`config.mk`:
```
export PLATFORM = sky130hd
export DESIGN_NAME = kei_i2c_slave_responder_flat
export DESIGN_NICKNAME = d
export VERILOG_FILES = /design/src/rtl/kei_i2c_slv_pkg.sv /design/src/rtl/kei_i2c_slave_responder_if.sv /design/src/rtl/kei_i2c_slv_rx_fifo.sv /design/src/rtl/kei_i2c_slave_responder.sv /design/src/flat_wrapper.sv
export SDC_FILE = /design/constraint.sdc
export NUM_CORES = 1
export LEC_CHECK = 0
export CAP_MARGIN = 25
export CORE_UTILIZATION = 28
export CTS_BUF_LIST = sky130_fd_sc_hd__clkbuf_8
export DETAILED_ROUTE_END_ITERATION = 16
export SYNTH_ARGS = -nofsm -noshare
export SYNTH_HDL_FRONTEND = slang
export SYNTH_SLANG_ARGS = --single-unit
```
`constraint.sdc`:
```
create_clock -name clk -period 3 [get_ports clk]
set_clock_uncertainty 0.2 [all_clocks]
set_input_delay 0.75 -clock clk [delete_from_list [all_inputs] [get_ports clk]]
set_output_delay 0.75 -clock clk [all_outputs]
set_load 0.05 [all_outputs]
```
`src/rtl/kei_i2c_slv_pkg.sv`:
```
// Shared types and constants for the I2C target responder.
package kei_i2c_slv_pkg;

    typedef enum logic [2:0] {
        IDLE,
        ADDR,
        ADDR_ACK,
        WR_BYTE,
        WR_ACK,
        RD_BYTE,
        RD_ACK,
        WAIT_STOP
    } slv_state_e;

    localparam logic [6:0] GEN_CALL_ADDR = 7'h00;

endpackage

```
`src/rtl/kei_i2c_slave_responder_if.sv`:
```
// Open-drain I2C bus view: sampled line levels in, pull-down enables out.
interface kei_i2c_slave_responder_if;
    logic scl_i;
    logic sda_i;
    logic sda_oe;
    logic scl_oe;

    modport slave  (input scl_i, sda_i, output sda_oe, scl_oe);
    modport master (output scl_i, sda_i, input sda_oe, scl_oe);
endinterface

```
`src/rtl/kei_i2c_slv_rx_fifo.sv`:
```
// Show-ahead synchronous FIFO holding bytes written by the bus master.
module kei_i2c_slv_rx_fifo #(
    parameter int RX_DEPTH = 4,
    parameter int RX_AW    = 2
) (
    input  logic       clk,
    input  logic       rst_n,
    input  logic       push,
    input  logic [7:0] push_data,
    input  logic       pop,
    output logic [7:0] head,
    output logic       empty,
    output logic       full
);
    logic [7:0]   mem [RX_DEPTH];
    logic [RX_AW:0] wr_ptr_reg;
    logic [RX_AW:0] rd_ptr_reg;
    logic         do_push;
    logic         do_pop;

    assign empty   = (wr_ptr_reg == rd_ptr_reg);
    assign full    = (wr_ptr_reg[RX_AW] != rd_ptr_reg[RX_AW]) &&
                     (wr_ptr_reg[RX_AW-1:0] == rd_ptr_reg[RX_AW-1:0]);
    assign do_pop  = pop && !empty;
    // A pop in the same cycle frees the slot a push on full needs.
    assign do_push = push && (!full || do_pop);

    always_ff @(posedge clk or negedge rst_n) begin
        if (!rst_n) begin
            wr_ptr_reg <= '0;
            rd_ptr_reg <= '0;
        end else begin
            if (do_push) wr_ptr_reg <= wr_ptr_reg + (RX_AW+1)'(1);
            if (do_pop)  rd_ptr_reg <= rd_ptr_reg + (RX_AW+1)'(1);
        end
    end

    always_ff @(posedge clk) begin
        if (do_push) mem[wr_ptr_reg[RX_AW-1:0]] <= push_data;
    end

    assign head = empty ? 8'h00 : mem[rd_ptr_reg[RX_AW-1:0]];

endmodule

```
`src/rtl/kei_i2c_slave_responder.sv`:
```
// I2C target: oversampled START/STOP/address decode, RX FIFO for writes, TX port for reads.
// Optional KEI_I2C_SLV_STRETCH_EN: stretch SCL while TX data is missing instead of sending 0xFF.
module kei_i2c_slave_responder
    import kei_i2c_slv_pkg::*;
#(
    parameter int SYNC_STAGES = 2,
    parameter int RX_DEPTH    = 4,
    parameter int RX_AW       = 2
) (
    input  logic                        clk,
    input  logic                        rst_n,
    kei_i2c_slave_responder_if.slave    bus,
    input  logic [6:0]                  slv_addr,
    output logic [7:0]                  rx_data,
    output logic                        rx_valid,
    input  logic                        rx_ready,
    input  logic [7:0]                  tx_data,
    input  logic                        tx_valid,
    output logic                        tx_ready,
    output logic                        addressed,
    output logic                        rd_mode,
    output logic                        stop_det,
    output logic                        rx_nack,
    output logic                        tx_underflow
);
    logic [SYNC_STAGES-1:0] scl_sync_reg, sda_sync_reg;
    logic       scl_d_reg, sda_d_reg;
    logic       scl_s, sda_s, scl_rise, scl_fall, start_hit, stop_hit;
    slv_state_e state_reg;
    logic [3:0] bit_cnt_reg;
    logic [7:0] shift_reg;
    logic [6:0] own_addr_reg;
    logic       sda_oe_reg, addressed_reg, rd_mode_reg, push_reg;
    logic       stop_det_reg, rx_nack_reg, tx_ready_reg, tx_underflow_reg;
    logic       fifo_empty, fifo_full;
`ifdef KEI_I2C_SLV_STRETCH_EN
    logic       scl_oe_reg, stretch_reg;
`endif

    // Lines idle high, so synchronizers reset to 1 to avoid a false edge.
    always_ff @(posedge clk or negedge rst_n) begin
        if (!rst_n) begin
            scl_sync_reg <= '1;
            sda_sync_reg <= '1;
            scl_d_reg    <= 1'b1;
            sda_d_reg    <= 1'b1;
        end else begin
            scl_sync_reg <= {scl_sync_reg[SYNC_STAGES-2:0], bus.scl_i};
            sda_sync_reg <= {sda_sync_reg[SYNC_STAGES-2:0], bus.sda_i};
            scl_d_reg    <= scl_s;
            sda_d_reg    <= sda_s;
        end
    end

    assign scl_s     = scl_sync_reg[SYNC_STAGES-1];
    assign sda_s     = sda_sync_reg[SYNC_STAGES-1];
    assign scl_rise  = scl_s & ~scl_d_reg;
    assign scl_fall  = ~scl_s & scl_d_reg;
    assign start_hit = scl_s & scl_d_reg & sda_d_reg & ~sda_s;
    assign stop_hit  = scl_s & scl_d_reg & ~sda_d_reg & sda_s;

    always_ff @(posedge clk or negedge rst_n) begin
        if (!rst_n) begin
            state_reg        <= IDLE;
            bit_cnt_reg      <= 4'd0;
            shift_reg        <= 8'h00;
            own_addr_reg     <= 7'h00;
            sda_oe_reg       <= 1'b0;
            addressed_reg    <= 1'b0;
            rd_mode_reg      <= 1'b0;
            push_reg         <= 1'b0;
            stop_det_reg     <= 1'b0;
            rx_nack_reg      <= 1'b0;
            tx_ready_reg     <= 1'b0;
            tx_underflow_reg <= 1'b0;
`ifdef KEI_I2C_SLV_STRETCH_EN
            scl_oe_reg       <= 1'b0;
            stretch_reg      <= 1'b0;
`endif
        end else begin
            push_reg         <= 1'b0;
            stop_det_reg     <= 1'b0;
            rx_nack_reg      <= 1'b0;
            tx_ready_reg     <= 1'b0;
            tx_underflow_reg <= 1'b0;
            if (stop_hit || start_hit) begin
                state_reg     <= stop_hit ? IDLE : ADDR;
                stop_det_reg  <= stop_hit;
                bit_cnt_reg   <= 4'd0;
                sda_oe_reg    <= 1'b0;
                addressed_reg <= 1'b0;
                rd_mode_reg   <= 1'b0;
                own_addr_reg  <= slv_addr;
`ifdef KEI_I2C_SLV_STRETCH_EN
                scl_oe_reg    <= 1'b0;
                stretch_reg   <= 1'b0;
`endif
            end else begin
                case (state_reg)
                    ADDR, WR_BYTE: begin
                        if (scl_rise) begin
                            shift_reg   <= {shift_reg[6:0], sda_s};
                            bit_cnt_reg <= bit_cnt_reg + 4'd1;
                        end else if (scl_fall && bit_cnt_reg == 4'd8) begin
                            bit_cnt_reg <= 4'd0;
                            if (state_reg == ADDR) begin
                                if (shift_reg[7:1] == own_addr_reg && own_addr_reg != GEN_CALL_ADDR) begin
                                    state_reg     <= ADDR_ACK;
                                    sda_oe_reg    <= 1'b1;
                                    addressed_reg <= 1'b1;
                                    rd_mode_reg   <= shift_reg[0];
                                end else begin
                                    state_reg <= WAIT_STOP;
                                end
                            end else if (!fifo_full) begin
                                state_reg  <= WR_ACK;
                                push_reg   <= 1'b1;
                                sda_oe_reg <= 1'b1;
                            end else begin
                                state_reg   <= WAIT_STOP;
                                rx_nack_reg <= 1'b1;
                            end
                        end
                    end
                    WR_ACK: begin
                        if (scl_fall) begin
                            state_reg   <= WR_BYTE;
                            sda_oe_reg  <= 1'b0;
                            bit_cnt_reg <= 4'd0;
                        end
                    end
                    ADDR_ACK, RD_ACK: begin
                        if (state_reg == RD_ACK && scl_rise && sda_s) begin
                            state_reg <= WAIT_STOP;
                        end else if (scl_fall) begin
                            bit_cnt_reg <= 4'd0;
                            if (state_reg == ADDR_ACK && !rd_mode_reg) begin
                                state_reg  <= WR_BYTE;
                                sda_oe_reg <= 1'b0;
                            end else begin
                                // TX fetch at the SCL fall that closes an ACK bit.
                                state_reg <= RD_BYTE;
                                if (tx_valid) begin
                                    shift_reg    <= tx_data;
                                    tx_ready_reg <= 1'b1;
                                    sda_oe_reg   <= ~tx_data[7];
                                end else begin
                                    sda_oe_reg <= 1'b0;
`ifdef KEI_I2C_SLV_STRETCH_EN
                                    scl_oe_reg  <= 1'b1;
                                    stretch_reg <= 1'b1;
`else
                                    shift_reg        <= 8'hFF;
                                    tx_underflow_reg <= 1'b1;
`endif
                                end
                            end
                        end
                    end
                    RD_BYTE: begin
`ifdef KEI_I2C_SLV_STRETCH_EN
                        // SCL stays low one cycle past the load so bit 7 sets up first.
                        if (stretch_reg) begin
                            if (tx_valid) begin
                                shift_reg    <= tx_data;
                                tx_ready_reg <= 1'b1;
                                sda_oe_reg   <= ~tx_data[7];
                                stretch_reg  <= 1'b0;
                            end
                        end else if (scl_oe_reg) begin
                            scl_oe_reg <= 1'b0;
                        end
`endif
                        if (scl_rise) begin
                            bit_cnt_reg <= bit_cnt_reg + 4'd1;
                        end else if (scl_fall) begin
                            if (bit_cnt_reg == 4'd8) begin
                                state_reg   <= RD_ACK;
                                sda_oe_reg  <= 1'b0;
                                bit_cnt_reg <= 4'd0;
                            end else begin
                                shift_reg  <= {shift_reg[6:0], 1'b0};
                                sda_oe_reg <= ~shift_reg[6];
                            end
                        end
                    end
                    default: sda_oe_reg <= 1'b0;
                endcase
            end
        end
    end

    kei_i2c_slv_rx_fifo #(
        .RX_DEPTH (RX_DEPTH),
        .RX_AW    (RX_AW)
    ) u_rx_fifo (
        .clk       (clk),
        .rst_n     (rst_n),
        .push      (push_reg),
        .push_data (shift_reg),
        .pop       (rx_ready),
        .head      (rx_data),
        .empty     (fifo_empty),
        .full      (fifo_full)
    );

    assign bus.sda_oe   = sda_oe_reg;
`ifdef KEI_I2C_SLV_STRETCH_EN
    assign bus.scl_oe   = scl_oe_reg;
`else
    assign bus.scl_oe   = 1'b0;
`endif
    assign rx_valid     = ~fifo_empty;
    assign tx_ready     = tx_ready_reg;
    assign addressed    = addressed_reg;
    assign rd_mode      = rd_mode_reg;
    assign stop_det     = stop_det_reg;
    assign rx_nack      = rx_nack_reg;
    assign tx_underflow = tx_underflow_reg;

endmodule

```
`src/flat_wrapper.sv`:
```
// flat-port wrapper written by rule: the top's interface ports become plain ports
module kei_i2c_slave_responder_flat import kei_i2c_slv_pkg::*;
#(
    parameter int SYNC_STAGES = 2,
    parameter int RX_DEPTH    = 4,
    parameter int RX_AW       = 2
)
  (clk, rst_n, slv_addr, rx_data, rx_valid, rx_ready, tx_data, tx_valid, tx_ready, addressed, rd_mode, stop_det, rx_nack, tx_underflow, bus_scl_i, bus_sda_i, bus_sda_oe, bus_scl_oe);
  kei_i2c_slave_responder_if bus_i ();
  input  logic clk;
  input  logic rst_n;
  input  logic [6:0] slv_addr;
  output logic [7:0] rx_data;
  output logic rx_valid;
  input  logic rx_ready;
  input  logic [7:0] tx_data;
  input  logic tx_valid;
  output logic tx_ready;
  output logic addressed;
  output logic rd_mode;
  output logic stop_det;
  output logic rx_nack;
  output logic tx_underflow;
  input wire logic [$bits(bus_i.scl_i)-1:0] bus_scl_i;
  input wire logic [$bits(bus_i.sda_i)-1:0] bus_sda_i;
  output wire logic [$bits(bus_i.sda_oe)-1:0] bus_sda_oe;
  output wire logic [$bits(bus_i.scl_oe)-1:0] bus_scl_oe;
  assign bus_i.scl_i = bus_scl_i;
  assign bus_i.sda_i = bus_sda_i;
  assign bus_sda_oe = bus_i.sda_oe;
  assign bus_scl_oe = bus_i.scl_oe;
  kei_i2c_slave_responder #(.SYNC_STAGES(SYNC_STAGES), .RX_DEPTH(RX_DEPTH), .RX_AW(RX_AW)) u_core (.clk(clk), .rst_n(rst_n), .bus(bus_i), .slv_addr(slv_addr), .rx_data(rx_data), .rx_valid(rx_valid), .rx_ready(rx_ready), .tx_data(tx_data), .tx_valid(tx_valid), .tx_ready(tx_ready), .addressed(addressed), .rd_mode(rd_mode), .stop_det(stop_det), .rx_nack(rx_nack), .tx_underflow(tx_underflow));
endmodule
```
==> flow_metrics.env <==
export IMPL_status="finished clean"
export IMPL_slew_violations=0
export IMPL_hold_viol_final=0
export IMPL_start_util_pct=28.73
export IMPL_reg2reg_to="u_core.bus.sda_oe"
export IMPL_min_period_ps=2830
export IMPL_floorplan_rows=41
export IMPL_syn_inst=318
export IMPL_mostFrequentLayoutCells="nand2_1 (46), dfrtp_1 (35), edfxtp_1 (32)"
export IMPL_setup_worst_path_start_class="flop"
export IMPL_yosysTopAreaCell="edfxtp_1"
export IMPL_cts_tree="yes"
export IMPL_crit_path_end_kind="primary output"
export IMPL_postCtsSetupBuffers=0
export IMPL_max_cap_violations=0
export IMPL_power_total_w=0.003069
export IMPL_syn_nets=349
export IMPL_ys_async_sr_fraction_pct=56.76
export IMPL_mostFrequentLayoutCell="nand2_1"
export IMPL_r2r_setup_slack_ps=570
export IMPL_drt_total_wl_um=7488
export IMPL_io_buffers=36
export IMPL_coreArea_um2=12670
export IMPL_gp_congestion=0.7946
export IMPL_power_density_nw_per_um2=695.3
export IMPL_dr_max_layer_used="met4"
export IMPL_viasPerCell=4.578
export IMPL_die_y_um=116.0
export IMPL_place_area_um2=4235
export IMPL_ys_seq_area_share_pct=55.48
export IMPL_drt_first_pass_iters=4
export IMPL_finalSetupViolCount=0
export IMPL_clkSinkCount=74
export IMPL_post_route_cell_area_um2=4414
export IMPL_r2r_start="u_core.state_reg[1]"
export IMPL_drtIter0Drc=153
export IMPL_yosys_warnings=0
export IMPL_dr_wl_met2_um=3611
export IMPL_drive_above_1_share_pct=18.28
export IMPL_min_path_type="input pin to async pin"
export IMPL_tns_ps=0
export IMPL_ys_ff_latch=74
export IMPL_worstPathArrival_ps=1880
export IMPL_clkTransAtPathRegs_ps=80
export IMPL_clk_path_buf_depth=2
export IMPL_peakVddDrop_mv=0.1898
export IMPL_synth_edf_count=32
export IMPL_synth_top_area_share_pct=26.40
export IMPL_h_tree_depth=3
export IMPL_num_antenna_cells=0
export IMPL_p_leak_nw=1.716
export IMPL_drc=0
export IMPL_grt_overflow_total=0
export IMPL_via_count=2440
export IMPL_area_growth_pct=21.28
export IMPL_cp_required_ps=2050
export IMPL_utilization_pct=34.84
export IMPL_ys_flop_type="dfrtp_1"
export IMPL_rr_worst_depth=6
export IMPL_dp_hpwl_um=5515
export IMPL_cts_resized=0
export IMPL_met1_length_um=3441
export IMPL_die_width_um=116.0
export IMPL_tightest_slew_ps=722.0
export IMPL_nets=387
export IMPL_ant_nets=0
export IMPL_ys_types=61
export IMPL_clkLatencyLatePin_ps=350
export IMPL_largest_reg_flops=32
export IMPL_root_buffer="clkbuf_8"
export IMPL_syn_avg_cell_area_um2=11.45
export IMPL_ios=38
export IMPL_dr_wl_met3_um=328
export IMPL_finalCritPeriodShare_pct=94.33
export IMPL_wire_per_inst_um=14.05
export IMPL_path_class="flop to primary output"
export IMPL_syn_area_um2=3640
export IMPL_grt_usage_pct=12.23
export IMPL_path_max_fanout=8
export IMPL_rsz0062_at_grt="false"
export IMPL_cts_buffers_inserted=9
export IMPL_timing_final_ws_setup_ps=170.2
export IMPL_synth_area_leaders="edfxtp_1 (26%), dfrtp_1 (25%), mux4_2 (5.0%)"
export IMPL_grt_pass1_wl_um=12410
export IMPL_grt_pass1_vias=2487
export IMPL_dp_worst_setup_slack_ps=455.3
export IMPL_slew_headroom_pct=51.43
export IMPL_grt_max_degree=22
export IMPL_hold_buffers=0
export IMPL_fmax_mhz=353.4
export IMPL_die_area_um2=13460
export IMPL_antenna_found_initial=0
-- area by class of cell --
cell class	count	area, µm²
flip-flops and latches	74	2021
clock inverters	7	53.80
clock buffers	9	123.9
multi-input cells	209	1428
repair buffers	44	505.5
well taps	172	215.2
inverters	18	67.56
fillers	1251	8257
-- power breakdown --
group	switching (W)	total, W	internal (W)	leakage, nW
sequential	0.000256	0.00148	0.00123	0.822
combinational	0.000489	0.000883	0.000394	0.812
clock	0.000398	0.000703	0.000305	0.0822
total	0.00114	0.00307	0.00193	1.72
-- worst max-delay path: stages (launching register included) --
cell and delay [ps]:
dfrtp_1 430, buf_4 230, mux4_2 520, and2_1 200
buf_12 150
-- stage by stage --
step	std cells	hold WS, ps
3_3_place_gp	517	147.7
5_1_grt	533	166.3
3_5_place_dp	517	147.2
4_1_cts	533	154.2
2_1_floorplan	318	145.2
6_report	533	158.5
-- how the worst max path moves through the flow --
stage	depth (start not counted)	to	start
3_3_place_gp	7	u_core.bus.sda_oe	tx_valid
3_5_place_dp	7	u_core.bus.sda_oe	tx_valid
6_report	4	rx_data[1]	u_core.u_rx_fifo.rd_ptr_reg[0]
5_1_grt	5	rx_data[0]	u_core.u_rx_fifo.rd_ptr_reg[1]
2_1_floorplan	6	rx_data[0]	u_core.u_rx_fifo.rd_ptr_reg[0]
4_1_cts	5	rx_data[1]	u_core.u_rx_fifo.rd_ptr_reg[1]
-- cell usage after synthesis, types with 5 or more instances --
library cell and count:
nand2_1 46, dfrtp_1 36, edfxtp_1 32, o21ai_0 20
nor2_1 19, inv_1 17, xnor2_1 11, a21oi_1 10
ha_1 10, and2_1 9, mux4_2 8, a21boi_0 6
buf_2 6, dfstp_2 6, nand3_1 6, o21ai_1 6
nor3_1 5
-- metal layers --
layer,up-vias,GRT usage [%]
li1,1197,-
met1,1173,15.47
met2,60,20.00
met3,10,2.824
met4,0,5.385
met5,-,0
-- kinds of logic (layout without fill, tap and decap cells) --
logic type,count (synthesis),count (layout),synth area share [%]
buffers and inverters,35,78,5.294
flip-flops,74,74,55.48
multiplexers,10,10,5.569
AO/OA/AOI/OAI,68,68,12.41
XOR/XNOR,15,15,3.609
other,1,1,0.1030
adder cells (fa/ha/maj),10,10,3.438
AND/OR/NAND/NOR,105,105,14.09
Power figures use the tool's default switching activity.
